$ cat config.mk
export PLATFORM = sky130hd
export DESIGN_NAME = posit_decode_arbiter
export DESIGN_NICKNAME = d
export VERILOG_FILES = /design/src/rtl/posit_decode_arbiter.sv
export SDC_FILE = /design/constraint.sdc
export NUM_CORES = 1
export LEC_CHECK = 0
export ABC_CLOCK_PERIOD_IN_PS = 1870
export CAP_MARGIN = 20
export CORE_UTILIZATION = 40
export DETAILED_ROUTE_END_ITERATION = 8
export PLACE_DENSITY = 0.68
export SLEW_MARGIN = 15
export SYNTH_ARGS = -nofsm -noshare
export SYNTH_HDL_FRONTEND = slang
export SYNTH_HIERARCHICAL = 1
export SYNTH_SLANG_ARGS = --single-unit
$ cat constraint.sdc
create_clock -name clk -period 1.87 [get_ports clk]
set_clock_uncertainty 0.2 [all_clocks]
set_input_delay 0.2805 -clock clk [delete_from_list [all_inputs] [get_ports clk]]
set_output_delay 0.2805 -clock clk [all_outputs]
set_load 0.02 [all_outputs]
$ cat src/rtl/posit_decode_arbiter.sv
// Two-requester arbiter sharing one combinational posit decoder, output registered behind valid/ready.
// Optional feature: define POSIT_DEC_RR_EN for round-robin arbitration (default: fixed priority to requester 0).

module decoder #(
  parameter int n  = 8,
  parameter int es = 1,
  parameter int rs = 4,
  parameter int fs = n-es-3
) (
  input  logic [n-1:0]  in,
  output logic          sign,
  output logic [rs-1:0] regi,
  output logic [es-1:0] expo,
  output logic [fs-1:0] frac,
  output logic          allone,
  output logic          allzero
);

  logic [n-2:0]     body;
  logic [rs-1:0]    run;
  logic             stop;
  logic [es+fs-1:0] rest;

  always_comb begin
    sign    = in[n-1];
    allzero = (in == '0);
    allone  = (in == {1'b1, {(n-1){1'b0}}});
    body    = in[n-1] ? (~in[n-2:0] + 1'b1) : in[n-2:0];
    run     = '0;
    stop    = 1'b0;
    for (int unsigned i = 0; i < n-1; i++) begin
      if (!stop && (body[n-2-i] == body[n-2])) run = run + rs'(1);
      else stop = 1'b1;
    end
    regi = body[n-2] ? (run - rs'(1)) : ('0 - run);
    // Bits after the regime run and its terminator, left-aligned into es+fs bits.
    rest = (es+fs)'(({body, {(es+fs){1'b0}}} << (run + rs'(1))) >> (n-1));
    expo = rest[es+fs-1 -: es];
    frac = rest[fs-1:0];
  end

endmodule

module posit_decode_arbiter #(
  parameter int n  = 8,
  parameter int es = 1,
  parameter int rs = 4,
  parameter int fs = n-es-3
) (
  input  logic          clk,
  input  logic          rst,
  input  logic [n-1:0]  in0,
  input  logic          in0_valid,
  output logic          in0_ready,
  input  logic [n-1:0]  in1,
  input  logic          in1_valid,
  output logic          in1_ready,
  output logic          out_valid,
  input  logic          out_ready,
  output logic          out_tag,
  output logic          sign,
  output logic [rs-1:0] regi,
  output logic [es-1:0] expo,
  output logic [fs-1:0] frac,
  output logic          allone,
  output logic          allzero
);

  localparam int DW = 1 + rs + es + fs + 2;

  typedef enum logic {EMPTY, FULL} state_t;

  state_t          state_q, state_d;
  logic            tag_q, tag_d;
  logic [DW-1:0]   data_q, data_d;
  logic            pri_q;
  logic            load, grant0, grant1, accept;
  logic [n-1:0]    dec_in;
  logic            d_sign, d_allone, d_allzero;
  logic [rs-1:0]   d_regi;
  logic [es-1:0]   d_expo;
  logic [fs-1:0]   d_frac;

  decoder #(.n(n), .es(es), .rs(rs), .fs(fs)) u_dec (
    .in      (dec_in),
    .sign    (d_sign),
    .regi    (d_regi),
    .expo    (d_expo),
    .frac    (d_frac),
    .allone  (d_allone),
    .allzero (d_allzero)
  );

  always_comb begin
    load    = (state_q == EMPTY) | out_ready;
    grant0  = in0_valid & (~in1_valid | ~pri_q);
    grant1  = in1_valid & (~in0_valid | pri_q);
    accept  = load & (grant0 | grant1);
    dec_in  = grant1 ? in1 : in0;
    state_d = state_q;
    tag_d   = tag_q;
    data_d  = data_q;
    if (accept) begin
      state_d = FULL;
      tag_d   = grant1;
      data_d  = {d_sign, d_regi, d_expo, d_frac, d_allone, d_allzero};
    end else if (out_ready) begin
      state_d = EMPTY;
    end
  end

  always_ff @(posedge clk or posedge rst) begin
    if (rst) begin
      state_q <= EMPTY;
      tag_q   <= 1'b0;
      data_q  <= '0;
    end else begin
      state_q <= state_d;
      tag_q   <= tag_d;
      data_q  <= data_d;
    end
  end

`ifdef POSIT_DEC_RR_EN
  logic pri_d;

  always_comb begin
    pri_d = pri_q;
    if (accept) pri_d = grant0;
  end

  always_ff @(posedge clk or posedge rst) begin
    if (rst) pri_q <= 1'b0;
    else     pri_q <= pri_d;
  end
`else
  assign pri_q = 1'b0;
`endif

  assign in0_ready = grant0 & load;
  assign in1_ready = grant1 & load;
  assign out_valid = (state_q == FULL);
  assign out_tag   = tag_q;
  assign {sign, regi, expo, frac, allone, allzero} = data_q;

endmodule

---- Yosys cells after proc, flatten, opt, wreduce, memory -nomap -nowiden ----
Index checks and enable logic that the tools add are counted.
word-level totals
  flip-flop bits (word level) ............. 14
  word-level logic and storage cells ...... 56
  input bits .............................. 21
operators by class
  equal/unequal tests ..................... 7
  add/subtract/negate cells ............... 9
  reduce and logical (&&, ||, !) cells .... 11
  multiplexer cells ....................... 16
  bitwise logic cells ..................... 9
  shift operators ......................... 1
operators by type and width
  cell                                                                 count
  4-bit by 1-bit adder with 4-bit output (second input constant)       6
  4-bit two-way mux                                                    6
  12-bit by 4-bit << shifter with 12-bit output                        1
  8-bit == test (second input constant)                                1
  8-bit logical NOT                                                    1
  8-bit two-way mux                                                    1
  7-bit by 1-bit adder with 7-bit output (second input constant)       1
  1-bit two-way mux                                                    7
  7-bit two-way mux                                                    1
  7-bit inverter                                                       1
  1-bit == test                                                        6
  1-bit logical AND                                                    5
  1-bit AND                                                            4
  1-bit logical NOT                                                    4
  1-bit by 4-bit subtractor with 4-bit output (first input constant)   1
  4-bit by 1-bit subtractor with 4-bit output (second input constant)  1
  2-bit two-way mux                                                    1
  1-bit inverter                                                       2
  1-bit OR                                                             2
  2-bit nonzero test                                                   1

---- Longest topological paths before layout ----
  word-level depth ........................ 23
  depth in mapped cells ................... 23
  gate-level depth less buffers ........... 19

---- Cells and area by module ----
The synthesis kept the hierarchy.
modules (own cells, without submodules)
  module                instances  cells each  sequential area each (um^2)  area each (um^2)
  posit_decode_arbiter  1          47          350.3                        720.7
  decoder               1          97          0.0                          715.7

---- Least setup slack after synthesis ----
Ideal clock, no wire load.
  kind .................................... input -> register
  from .................................... input port in0_valid
  to ...................................... register data_q[5]
  path buffers ............................ 5
  slack ................................... -2,813 ps
  data arrival time ....................... 4,358 ps
  stages on the path ...................... 22
  cell sequence ........................... nand2b_1 buf_6 mux2_2 clkbuf_1 inv_1 ha_1 nand2b_1 o21ai_2 xnor2_1 inv_2 buf_2 a41o_1 buf_4 a211o_1 o21a_1 ha_1 clkbuf_1 inv_1 o31ai_1 a211oi_1 o21a_1 mux2_4
on the way
  cells in the longest elaborated chain, start to end .. 23
  elaborated cells on any way between the ends .. 41
ends and longest elaborated chain
  element                                                                          RTL line  source
  from (decl)                                                                      53        input logic in0_valid,
  1-bit inverter (*)                                                               97        grant1 = in1_valid & (~in0_valid | pri_q);
  1-bit AND (*)                                                                    97
  8-bit two-way mux (*)                                                            99        dec_in = grant1 ? in1 : in0;
  named net dec_in[0]                                                              78        logic [n-1:0] dec_in;
  7-bit inverter                                                                   28        body = in[n-1] ? (~in[n-2:0] + 1'b1) : in[n-2:0];
  7-bit by 1-bit adder with 7-bit output                                           28
  7-bit two-way mux (*)                                                            28
  branches (longest 16 deep; another with 4-bit by 1-bit adder with 4-bit output)  --
  12-bit by 4-bit << shifter with 12-bit output (*)                                37        rest = (es+fs)'(({body, {(es+fs){1'b0}}} << (run + rs'(1))) >> (n-1));
  named net d_frac[3]                                                              82        logic [fs-1:0] d_frac;
  to (signal assigned)                                                             120       data_q <= data_d;
  to (decl)                                                                        75        logic [DW-1:0] data_q, data_d;
Mark *: on every way through the listed nets, which the timed path passes.
A chain may end at the register's enable or synchronous reset.

---- Worst setup path after layout ----
  from .................................... input port in0_valid
  to ...................................... register data_q[4]
The elaborated chain is that of the path after synthesis.

==> impl_metrics.yaml <==
critical_path:
  reg2reg_slack_ns: 0.36
  critPathMaxFanout: 5
  cp.required_ns: 1.85
  r2r_end: "data_q[9]$_DFFE_PP0P_"
  cp-end-kind: "flop"
  r2r_start: "out_valid$_DFFE_PP0P_"
  arrival_ns: 3.58
  start_kind: "input port"
  critical_path_class: "in2reg"
  r2r.worst_path.cells: 4
synthesis:
  synth-simple-area-share_pct: 16.1
  synth_top_area_share_pct: 24.4
  synth_compound_area_share_pct: 19.3
  synth_top_family_by_area: "multiplexers"
  synth_area_leaders: "dfrtp_1 (24%), mux2_4 (10%), mux2_2 (7.8%)"
  synth-xor-area-share_pct: 8.36
  syn_area_per_cell_um2: 9.97
  netlist_area_um2: 1440
  synth_seq_area_share_pct: 24.4
  synthAdderAreaFrac_pct: 2.61
  yosys_most_used_dff: "dfrtp_1"
  yosysTopAreaCell: "dfrtp_1"
  ys_warn_count: 6
  synth.mux.area_fraction_pct: 21.1
  synth_cell_type_count: 51
  synth_cells: 144
  synth_edf_count: 0
  synth_fp_nets: 168
  ys_ff_latch: 14
  synthArstFlopShare_pct: 100
cells_and_area:
  syn2layout_area_growth_pct: 63.6
  drive_gt1_share_pct: 48.5
  finalNetCount: 252
  n_fill_cell: 253
  register_area_um2: 350
  final_cell_mix: "buf_4 (50), clkdlybuf4s50_1 (26), mux2_4 (16), dfrtp_1 (14), nor2_1 (8)"
  multi_input_area_um2: 1120
  layout_commonest_cell: "buf_4"
  antenna_cells: 0
pwr:
  p_per_area_nw_per_um2: 950
  ir_drop_uv: 403
  leakage_nw: 1.09
  p_total_mw: 2.23
clock_tree:
  htree_levels: 1
  cts_tree: "yes"
  numClockSinks: 14
  clock_latency_ns: 0.29
  numCtsBuffers: 3
  hold_buffers: 0
  clockRootBuffer: "clkbuf_4"
  clkTransAtPathRegs_ns: 0.09
  cts_buffer_depth: 2
place:
  dpl.hpwl_mm: 3.07
  dp_slack_ns: -2.57
  gp_congestion: 0.801
  port-buffer-count: 36
global_route:
  grt_remaining_overflow: 0
  antenna_found_initial: 0
  grt_pass1_vias: 1367
  grt_pass1_wl_mm: 5.85
  grt_usage_pct: 20.9
  grt_max_degree: 15
die:
  die_h_um: 61.9
  die_area_um2: 3830
  die_width_um: 61.9
  fp-row-count: 21
  core_um2: 3390
  initial_utilization_pct: 42.4
  io_pins: 37
detailed_routing:
  vias: 1349
  drt_iter0_drc: 36
  viasPerCell: 4.94
  wl_per_cell_um: 14.0
  drtPass1Iterations: 4
  wl_mm: 3.81
  antenna_left: 0
  route.detailed.drc: 0
timing:
  worst_pin_slew_ns: 0.539
  fin_ws_ns: -1.73
  finalHoldViolCount: 0
  max_freq_mhz: 278
  setup_viol: 11
  post-route-period-util_pct: 192
  rsz0062_at_grt: "yes"
  maxSlewViolCount: 0
  min_period_ns: 3.60
  max-slew-margin-rel_pct: 64.0
min_path:
  min_path_cells: 4
  min_delay_worst_endpoint: "out_valid$_DFFE_PP0P_"
  holdCritPathClass: "in2reg"
  hold_start: "in0_valid"
run_status:
  outcome: "finished with violations"
  violations: "negative setup slack"
flow_run:
  cap_violations: 0
[worst max path at each step]
| stage | start | endpoint | slack, ns | cells after the start |
|---|---|---|---|---|
| finish | in0_valid | data_q[4]$_DFFE_PP0P_ | -1.73 | 15 |
| global route | in0_valid | data_q[4]$_DFFE_PP0P_ | -1.81 | 15 |
| CTS | in0_valid | data_q[5]$_DFFE_PP0P_ | -1.72 | 16 |
| detailed placement | in0_valid | data_q[6]$_DFFE_PP0P_ | -2.57 | 15 |
| global placement | in0_valid | data_q[6]$_DFFE_PP0P_ | -2.47 | 15 |
| floorplan | in0_valid | data_q[4]$_DFFE_PP0P_ | -2.27 | 18 |
[state kept, by name, summed over array words and instances (netlist names)]
register,flops
data_q,12
out_valid,1
out_tag,1
[area by class of cell]
cell class	count	share of cell area [%]
Tap cell	46	2.45
Sequential cell	14	14.9
Clock buffer	4	1.54
Timing Repair Buffer	89	32.0
Inverter	8	1.60
Multi-Input combinational cell	112	47.5
[metal layers]
layer	vias up	part of all wire [%]	routed length, um	GRT usage (%)
met4	0	0.58	22	4.13
li1	672	-	-	-
met1	644	40	1540	22.3
met5	-	0	0	0
met2	31	56	2150	42.7
met3	2	2.6	98	3.11
[synth_stat cells (all sizes together) (4+ instances only)]
cell type   n
inv         8
nand2b      6
dfrtp      14
nand2       6
mux2i       4
nor2       10
o31ai       4
xnor2       9
o21ai       6
a21oi       6
mux2       20
buf         8
[per-stage QoR]
step                      std cells  TNS (ns)  cell area (um2)  utilization, %  hold WS, ns
after floorplan                 144    -17.00             1500               -      -0.0303
after global placement          261    -21.39             2150            63.5        0.291
after detailed placement        261    -22.35             2150            63.5        0.292
after CTS                       270    -12.49             2300            68.0       0.0857
after global routing            273    -13.72             2350            69.3       0.0884
final                           273    -12.98             2350            69.3       0.0935
[critical path, stage by stage]
cell and delay, ns:
buf_6 0.09, nand2b_4 0.17, mux2_4 0.31, or3_4 0.42, o31ai_4 0.31, xor2_2 0.23, nor4_4 0.06, a41o_1 0.25
a211o_1 0.27, o21a_1 0.14, ha_4 0.29, inv_4 0.05, o211a_1 0.10, o311a_1 0.33, mux2_4 0.25
[repair_timing]
action | 4_1_cts | 5_1_grt
setup buffers | 5 | 3
gates resized for setup | 39 | 6
endpoints found under the setup margin | 13 | 11
pin swaps | 15 | 9
[cell families after synthesis]
family	after synthesis
AO/OA/AOI/OAI	34
multiplexers	24
AND/OR/NAND/NOR	39
buffers and inverters	18
adder cells (fa/ha/maj)	3
XOR/XNOR	12
flip-flops	14
[report_power, final]
group	internal [mW]	total, mW	switching, mW
Combinational	0.872	1.55	0.683
Clock	0.119	0.229	0.110
Sequential	0.396	0.449	0.0523
Total	1.39	2.23	0.845
(Power assumes the default switching activity.)
